[config.mk]
export PLATFORM = sky130hd
export DESIGN_NAME = sat_counter
export DESIGN_NICKNAME = d
export VERILOG_FILES = /design/src/rtl/swap_stream_checker_sat_counter.sv
export SDC_FILE = /design/constraint.sdc
export NUM_CORES = 1
export LEC_CHECK = 0
export CORE_AREA = 2 2 39 41
export CTS_BUF_LIST = sky130_fd_sc_hd__clkbuf_8
export CTS_CLUSTER_DIAMETER = 120
export DETAILED_ROUTE_END_ITERATION = 6
export DIE_AREA = 0 0 41 43
export GPL_ROUTABILITY_DRIVEN = 0
export PLACE_DENSITY_LB_ADDON = 0.05
export RECOVER_POWER = 50
export SLEW_MARGIN = 20
export SYNTH_ARGS = -nofsm -noshare
export SYNTH_HDL_FRONTEND = slang
export SYNTH_SLANG_ARGS = --single-unit
[constraint.sdc]
create_clock -name clk -period 1.2 [get_ports clk]
set_input_delay 0.18 -clock clk [delete_from_list [all_inputs] [get_ports clk]]
set_output_delay 0.18 -clock clk [all_outputs]
set_load 0.02 [all_outputs]
[src/rtl/swap_stream_checker_sat_counter.sv]
// Saturating up-counter with synchronous reset and clear; it sticks at
// all-ones instead of wrapping.
module sat_counter #(
  parameter int W = 8
) (
  input  logic         clk,
  input  logic         reset,
  input  logic         clear,
  input  logic         inc,
  output logic [W-1:0] count
);

  always_ff @(posedge clk) begin
    if (reset)
      count <= '0;
    else if (clear)
      count <= '0;
    else if (inc && !(&count))
      count <= count + W'(1);
  end

endmodule

==> results.py, run 1 <==
metrics = {
    "status": {
        "status": "finished, violations left",
        "violations": "setup timing",
    },
    "floorplan": {
        "dieArea_um2": 1763,
        "core_area_um2": 1384,
        "dieWidth_um": 41,
        "floorplan.initialDensity_pct": 30.38,
        "ioPinCount": 12,
        "rows": 14,
        "die_h_um": 43,
    },
    "power_and_ir_drop": {
        "switching_share_pct": 21.07,
        "seqPwrFrac_pct": 41.4,
        "p_int_uw": 513.6,
        "p_per_area_nw_per_um2": 917.2,
        "peakVddDrop_mv": 0.6183,
        "p_leak_nw": 0.3121,
        "p_comb_share_pct": 7.6,
        "clkPwrFrac_pct": 51.0,
        "switching_power_uw": 137.1,
    },
    "critical_path": {
        "cp_cell_sequence": "ha_4 > and4_4 > nand2b_4 > o311a_1",
        "cp_data_arrival_time_ps": 1350,
        "cp-start-kind": "register",
        "crit_required_ps": 1310,
        "cp_num_buf_inv": 0,
        "max_stage_delay_ps": 350,
        "end_kind": "register",
        "crit_family": "flip-flops",
        "criticalPathCategory": "register to register",
        "critical_path.max_fanout": 4,
        "cp_slowest_cell": "dfxtp_4",
    },
    "final_layout": {
        "regArea_um2": 172.7,
        "layout-drive-gt1-share_pct": 42.65,
        "nets": 74,
        "multi_input_area_um2": 300.3,
        "largest_register_ffs": 8,
        "reg_top3": "count: 8 flops",
        "top_register": "count",
        "stdcell_area_um2": 709.4,
        "n_fill_cell": 138,
        "diodes": 0,
        "syn_to_final_growth_pct": 68.75,
    },
    "placement": {
        "dp_worst_setup_slack_ps": -274.4,
        "io_buffers": 11,
        "postPlaceCellArea_um2": 655.6,
        "dp_hpwl_um": 936.8,
    },
    "yosys": {
        "yosysSeqAreaShare_pct": 38.10,
        "yosys.area.top_type": "dfxtp_1",
        "synth_edf_count": 0,
        "synth_fp_nets": 49,
        "synth_cell_type_count": 27,
        "yosys_warnings": 0,
        "synthCells": 44,
        "synth_area_per_cell_um2": 9.555,
        "synth.top_cell.area_share_pct": 38.10,
        "synth_most_common_cell": "dfxtp_1",
        "syn_area_um2": 420.4,
        "synth_ff_type": "dfxtp_1",
        "ys_ff_latch": 8,
        "synthTopCellsByArea": "dfxtp_1 38%, mux2i_1 7.1%, nand2_1 4.5%",
        "synthTopCellsByCount": "8 x dfxtp_1, 5 x nand2_1, 3 x mux2i_1",
        "async_flop_share_pct": 0,
    },
    "timing": {
        "rsz0062_at_grt": "true",
        "slew_headroom_pct": 83.70,
        "drv_slew": 0,
        "setup_viol": 2,
        "fin_hold_ws_ps": 503.6,
        "finalCritPeriodShare_pct": 103.0,
        "clock-skew-final_ps": 1.276,
        "setup_slack_ps": -36.19,
        "fin_crit_ps": 1236,
        "fmax_mhz": 808.9,
        "tightest_slew_ps": 244.1,
        "final-hold-violation-count": 0,
        "setup_tns_ps": -38.32,
    },
    "route": {
        "wl_per_cell_um": 14.93,
        "drtIter0Drc": 2,
        "drc": 0,
        "avgViaCountPerCell": 5.417,
        "first_pass_iters": 4,
        "ant_nets": 0,
        "route.vias.total": 455,
        "totalWireLength_mm": 1.254,
    },
    "clocking": {
        "insertion_delay_ps": 220,
        "cts_buffer_depth": 2,
        "clock-sinks": 8,
        "cts_buffers": 3,
        "root_buffer": "clkbuf_8",
        "h-tree-depth": 1,
        "post_cts_buffers": 0,
        "cts_tree": "yes",
        "clk_pin_slew_ps": 40,
    },
    "hold_path": {
        "hold_class": "register to register",
    },
    "global_routing": {
        "grt_pass1_vias": 429,
        "grt_use_total_pct": 16.60,
        "overflow": 0,
        "grt_pass1_wl_mm": 1.918,
        "antenna_found_initial": 0,
        "grt_max_degree": 8,
    },
    "flow_run": {
        "drv_cap": 0,
    },
}
[logic make-up (layout without fill, tap and decap cells)]
group | Yosys count | count (layout) | share of synthesized area, %
fa+ha+maj | 1 | 1 | 2.976
buf+inv | 1 | 25 | 0.8920
compound gates | 11 | 11 | 21.43
flops | 8 | 8 | 38.09
simple gates | 20 | 20 | 29.46
mux | 3 | 3 | 7.143
[final cells by class]
cell class / instances / area share [%]
Multi-Input combinational cell: 35 / 42.33
Clock inverter: 1 / 0.5291
Tap cell: 16 / 2.822
Sequential cell: 8 / 24.34
Inverter: 1 / 0.5291
Timing Repair Buffer: 20 / 23.63
Clock buffer: 3 / 5.820
[placed cells by master (no fill, tap or decap), drive strengths merged]
master	instances
mux2i	3
inv	2
nand2	5
and4	2
a2111oi	1
nor2b	2
and3	2
a21oi	2
o21ai	1
or3	2
a31oi	1
a211oi	2
nand2b	1
nand4	3
nor4	1
buf	9
a31o	1
ha	1
nor2	1
clkbuf	3
a21boi	1
o311a	1
clkdlybuf4s50	3
dlygate4sd2	8
dfxtp	8
o21bai	1
nand3	1
[worst register-to-register path: stages, from the launching register on]
cell	delay, ps
dfxtp_4	350
ha_4	160
and4_4	190
nand2b_4	140
o311a_1	280
[worst paths after layout]
kind,startpoint,to,slack (ps),cells past startpoint
setup / recovery,count[1]$_SDFFE_PP0P_,count[7]$_SDFFE_PP0P_,-40,4
hold / removal,count[1]$_SDFFE_PP0P_,count[1]$_SDFFE_PP0P_,500,2
hold reg to reg,count[1]$_SDFFE_PP0P_,count[1]$_SDFFE_PP0P_,500,2
setup reg to reg,count[1]$_SDFFE_PP0P_,count[7]$_SDFFE_PP0P_,-40,4
[repair_timing]
item	in CTS	in global routing
setup endpoints to repair	13	7
gates resized for setup	9	4
hold buffers	0	0
pin swaps	2	3
endpoints found under the hold margin	0	0
[stage by stage]
stage / util (%) / cells / power (mW)
6_report: 51.27 / 84 / 0.6507
3_3_place_gp: 47.38 / 80 / 0.3206
3_5_place_dp: 47.38 / 80 / 0.3228
2_1_floorplan: - / 44 / 0.2895
4_1_cts: 50.18 / 84 / 0.6522
5_1_grt: 51.27 / 84 / 0.6706
[power groups by stage]
stage	logic [mW]	registers [mW]	clock network (mW)
CTS	0.0479	0.269	0.335
detailed placement	0.0487	0.274	0
global placement	0.0468	0.274	0
finish	0.0495	0.269	0.332
global route	0.0540	0.269	0.347
floorplan	0.0120	0.277	0
[routing by layer]
| layer | vias up | share of wire, % | global-route usage (%) |
|---|---|---|---|
| li1 | 222 | - | - |
| met1 | 217 | 42 | 18.77 |
| met2 | 12 | 52 | 27.81 |
| met3 | 4 | 3.5 | 3.141 |
| met4 | 0 | 2.3 | 8.000 |
| met5 | - | 0 | 0 |
Note: power is estimated with default switching activity, not from simulation.
==> run 2: changes to the inputs <==
Clock period 1.2 ns to 1.5 ns, I/O delays scaled along.
==> run 2 against run 1 <==
Against the previous run: highest routed layer unchanged; cell count down 6.0%; sequential share of layout area up 2.1 points; worst hold slack better by 28 ps; setup slack better by 83 ps; the flow now finishes without violations; global-route usage down 0.79 points; clock skew up 1.1 ps; die area unchanged; non-clock buffer count down 4; power down 22%; largest power group unchanged; critical path depth down 3.
==> results.py, run 2 (synthesis gave the netlist of run 1 again) <==
metrics = {
    "timing": {
        "fin_crit_ps": 1454,
        "slew_headroom_pct": 81.29,
        "tightest_slew_ps": 278.9,
        "clock-skew-final_ps": 2.408,
        "setup_viol": 0,
        "final-hold-violation-count": 0,
        "fmax_mhz": 687.9,
        "setup_slack_ps": 46.34,
        "fin_hold_ws_ps": 531.6,
        "finalCritPeriodShare_pct": 96.91,
        "drv_slew": 0,
        "rsz0062_at_grt": "false",
    },
    "final_layout": {
        "instances_no_fill": 79,
        "top_register": "count",
        "nets": 70,
        "diodes": 0,
        "final_util_pct": 43.85,
        "largest_register_ffs": 8,
        "final_common_cell": "dfxtp_1",
        "final_cell_mix": "8 x dfxtp_1, 6 x dlygate4sd2_1, 5 x nand2_1",
        "layout-drive-gt1-share_pct": 17.46,
        "syn_to_final_growth_pct": 44.35,
        "reg_top3": "count: 8 flops",
    },
    "clocking": {
        "clock-sinks": 8,
        "cts-hold-fix-buffers": 0,
        "cts_buffer_depth": 2,
        "root_buffer": "clkbuf_8",
        "cts_tree": "yes",
        "post_cts_buffers": 0,
        "cts_buffers": 3,
        "insertion_delay_ps": 230,
        "clk_pin_slew_ps": 40,
        "post_cts_resized": 6,
        "h-tree-depth": 1,
    },
    "power_and_ir_drop": {
        "finalPower_uw": 507.2,
        "peakVddDrop_mv": 0.4078,
        "clkPwrFrac_pct": 50.4,
        "seqPwrFrac_pct": 42.7,
        "p_leak_nw": 0.2547,
        "switching_power_uw": 100.6,
        "p_int_uw": 406.7,
        "p_comb_share_pct": 6.9,
        "p_per_area_nw_per_um2": 835.9,
        "switching_share_pct": 19.83,
    },
    "route": {
        "top_layer_used": "met4",
        "wl_met1_um": 459,
        "drtIter0Drc": 7,
        "route.vias.total": 421,
        "wl_per_cell_um": 13.44,
        "avgViaCountPerCell": 5.329,
        "totalWireLength_mm": 1.062,
        "drc": 0,
        "first_pass_iters": 4,
        "ant_nets": 0,
        "wl_met3_um": 59,
        "wl_met2_um": 532,
    },
    "placement": {
        "dp_hpwl_um": 838,
        "dp_worst_setup_slack_ps": -147.8,
        "placedCellCount": 76,
        "io_buffers": 11,
    },
    "critical_path": {
        "cp_cell_sequence": "clkdlybuf4s50_1",
        "cp-start-kind": "register",
        "cp_slowest_cell": "clkdlybuf4s50_1",
        "cp.depth": 1,
        "crit_family": "buffers and inverters",
        "cp_data_arrival_time_ps": 1230,
        "rr_worst_depth": 4,
        "criticalPathCategory": "register to primary output",
        "crit_required_ps": 1270,
        "end_kind": "primary output",
        "critical_path.max_fanout": 5,
        "max_stage_delay_ps": 630,
        "cp_num_buf_inv": 1,
    },
    "floorplan": {
        "rows": 14,
        "die_h_um": 43,
        "core_area_um2": 1384,
        "dieArea_um2": 1763,
        "dieWidth_um": 41,
        "ioPinCount": 12,
        "floorplan.initialDensity_pct": 30.38,
    },
    "status": {
        "status": "completed",
    },
    "global_routing": {
        "grt_max_degree": 8,
        "grt_use_total_pct": 15.81,
        "grt_pass1_vias": 387,
        "overflow": 0,
        "antenna_found_initial": 0,
        "grt_pass1_wl_mm": 1.807,
    },
    "hold_path": {
        "hold_class": "register to register",
        "hold_path_depth": 1,
    },
    "flow_run": {
        "drv_cap": 0,
    },
}
[run 2: layout make-up]
cell class              instances  area (µm²)
clock buffers                   3       41.29
fillers                       148       777.0
inverters                       1       3.754
multi-input cells              35       255.2
flip-flops and latches          8       160.2
well taps                      16       20.02
repair buffers                 16       126.4
[run 2: through the flow]
| stage | TNS, ps | area [µm²] |
|---|---|---|
| finish | 0 | 606.8 |
| global route | 0 | 606.8 |
| CTS | 0 | 621.8 |
| detailed placement | -166.5 | 588.1 |
| global placement | -18.67 | 588.1 |
| floorplan | 0 | 420.4 |
[run 2: final timing paths]
kind	start	endpoint	slack, ps
setup reg to reg	count[0]$_SDFFE_PP0P_	count[5]$_SDFFE_PP0P_	120
setup / recovery	count[7]$_SDFFE_PP0P_	count[7]	50
hold / removal	count[4]$_SDFFE_PP0P_	count[4]$_SDFFE_PP0P_	530
hold reg to reg	count[4]$_SDFFE_PP0P_	count[4]$_SDFFE_PP0P_	530
[run 2: power by group through the flow]
stage               logic [mW]  registers (mW)  clock network (mW)
detailed placement      0.0384           0.220                   0
global route            0.0384           0.216               0.281
global placement        0.0373           0.220                   0
CTS                     0.0370           0.217               0.264
finish                  0.0352           0.217               0.256
floorplan              0.00912           0.223                   0
[run 2: per-layer routing]
layer / vias up / track usage (%)
li1: 215 / -
met1: 194 / 20.13
met2: 10 / 21.88
met3: 2 / 5.236
met4: 0 / 10.00
met5: - / 0
==> run 3: changes to the inputs <==
Settings changed: CELL_PAD_IN_SITES_DETAIL_PLACEMENT set to 1, CELL_PAD_IN_SITES_GLOBAL_PLACEMENT set to 2, CORE_AREA 2 2 39 41 to unset, CORE_MARGIN set to 2, CORE_UTILIZATION set to 30, DIE_AREA 0 0 41 43 to unset.
==> run 3 against run 2 <==
Against the previous run: sequential power hardly changed; critical path depth is 3 higher; final area is 0.41% lower; clock power hardly changed; power is 0.72% higher; die area is 2.6% lower; combinational power is 3% higher; first-iteration DRC count is 57% lower; worst hold slack worse by 29 ps; register-to-register slack hardly changed; non-clock buffer count stayed put; critical endpoint is now count[3]$_SDFFE_PP0P_; largest cell class unchanged.
==> results.py, run 3 (synthesis gave the netlist of run 1 again) <==
metrics = {
    "floorplan": {
        "ioPinCount": 12,
        "floorplan.initialDensity_pct": 32.31,
        "dieWidth_um": 41.44,
        "dieArea_um2": 1717,
        "core_area_um2": 1301,
        "rows": 13,
        "die_h_um": 41.44,
    },
    "final_layout": {
        "instances_no_fill": 78,
        "diodes": 0,
        "largest_register_ffs": 8,
        "reg_top3": "count: 8 flops",
        "final_common_cell": "dfxtp_1",
        "nets": 70,
        "syn_to_final_growth_pct": 43.75,
        "top_register": "count",
        "layout-drive-gt1-share_pct": 22.22,
        "final_cell_mix": "7 x dfxtp_1, 5 x nand2_1, 5 x dlygate4sd2_1",
        "n_fill_cell": 172,
    },
    "route": {
        "ant_nets": 0,
        "avgViaCountPerCell": 5.692,
        "totalWireLength_mm": 1.330,
        "first_pass_iters": 4,
        "wl_per_cell_um": 17.05,
        "drc": 0,
        "drtIter0Drc": 3,
        "route.vias.total": 444,
    },
    "timing": {
        "tightest_slew_ps": 250.6,
        "clock-skew-final_ps": 5.141,
        "fin_crit_ps": 1393,
        "fin_hold_ws_ps": 502.2,
        "setup_tns_ps": 0,
        "rsz0062_at_grt": "false",
        "setup_viol": 0,
        "drv_slew": 0,
        "fmax_mhz": 717.7,
        "slew_headroom_pct": 83.26,
        "finalCritPeriodShare_pct": 92.88,
        "final-hold-violation-count": 0,
    },
    "global_routing": {
        "grt_pass1_vias": 464,
        "grt_use_total_pct": 16.74,
        "grt_pass1_wl_mm": 2.159,
        "overflow": 0,
        "grt_max_degree": 8,
        "antenna_found_initial": 0,
    },
    "power_and_ir_drop": {
        "finalPower_uw": 510.9,
        "p_leak_nw": 0.2505,
        "peakVddDrop_mv": 0.7054,
        "p_per_area_nw_per_um2": 845.4,
    },
    "clocking": {
        "cts_buffer_depth": 2,
        "clock-sinks": 8,
        "root_buffer": "clkbuf_8",
        "cts-hold-fix-buffers": 0,
        "h-tree-depth": 1,
        "post_cts_buffers": 0,
        "insertion_delay_ps": 230,
        "cts_tree": "yes",
        "clk_pin_slew_ps": 40,
        "cts_buffers": 3,
    },
    "critical_path": {
        "cp-start-kind": "register",
        "end_kind": "register",
        "crit_required_ps": 1630,
        "cp_slowest_cell": "dfxtp_2",
        "criticalPathCategory": "register to register",
        "cp_cell_sequence": "ha_1 > and4_4 > a211oi_2 > a2111oi_2",
        "cp_data_arrival_time_ps": 1520,
        "critical_path.max_fanout": 5,
        "max_stage_delay_ps": 360,
    },
    "flow_run": {
        "drv_cap": 0,
    },
    "placement": {
        "placedCellCount": 75,
        "io_buffers": 11,
        "dp_hpwl_um": 990.3,
    },
    "hold_path": {
        "hold_class": "register to register",
    },
    "status": {
        "status": "completed",
    },
}
run 3: cell count changes in the layout (fill, tap and decap cells not counted), sizes merged:
| cell | change |
|---|---|
| dlygate4sd2 | -1 |
| clkdlybuf4s50 | -1 |
| clkbuf | +1 |
| buf | +1 |
run 3: layer usage:
metal	routed length [µm]	part of all wire [%]	track usage, %
met4	0	0	1.935
met1	586	44	17.82
met5	0	0	0
met3	71	5.3	9.130
met2	672	51	29.69
run 3: final cells by class:
cell class / instances / area [µm²] / share of cell area [%]
multi-input cells: 35 / 260.3 / 43.06
flip-flops and latches: 8 / 161.4 / 26.71
repair buffers: 16 / 118.9 / 19.67
clock buffers: 3 / 41.29 / 6.832
well taps: 15 / 18.77 / 3.106
inverters: 1 / 3.754 / 0.6211
run 3: path summary, 6_finish.rpt:
| path | from | end | slack [ps] | cells after the start |
|---|---|---|---|---|
| worst min-delay path | count[0]$_SDFFE_PP0P_ | count[0]$_SDFFE_PP0P_ | 500 | 2 |
| worst min register to register | count[0]$_SDFFE_PP0P_ | count[0]$_SDFFE_PP0P_ | 500 | 2 |
| worst max register to register | count[0]$_SDFFE_PP0P_ | count[3]$_SDFFE_PP0P_ | 110 | 4 |
| worst max-delay path | count[0]$_SDFFE_PP0P_ | count[3]$_SDFFE_PP0P_ | 110 | 4 |
run 3: timing repair:
item,in CTS,in global routing
gates resized for setup,5,7
setup endpoints to repair,5,7
gates cloned,0,0
run 3: report_power, final:
part | switching [mW] | internal, mW
logic | 0.0175 | 0.0188
registers | 0.00225 | 0.216
clock network | 0.0829 | 0.174
total | 0.103 | 0.408
run 3: critical path, delay by kind of cell (launching register included):
family | cells | cell delay [ps]
AOI/OAI and AO/OA | 2 | 410
adders and majority gates | 1 | 240
and+or+nand+nor | 1 | 280
DFF | 1 | 360
run 3: through the flow:
stage,cell area (µm²),util (%),setup WS [ps]
after floorplan,420.4,-,68.58
after global placement,586.8,45.10,-35.14
after detailed placement,586.8,45.10,-164.1
after CTS,621.8,47.79,10.09
after global routing,604.3,46.44,18.72
final,604.3,46.44,106.7
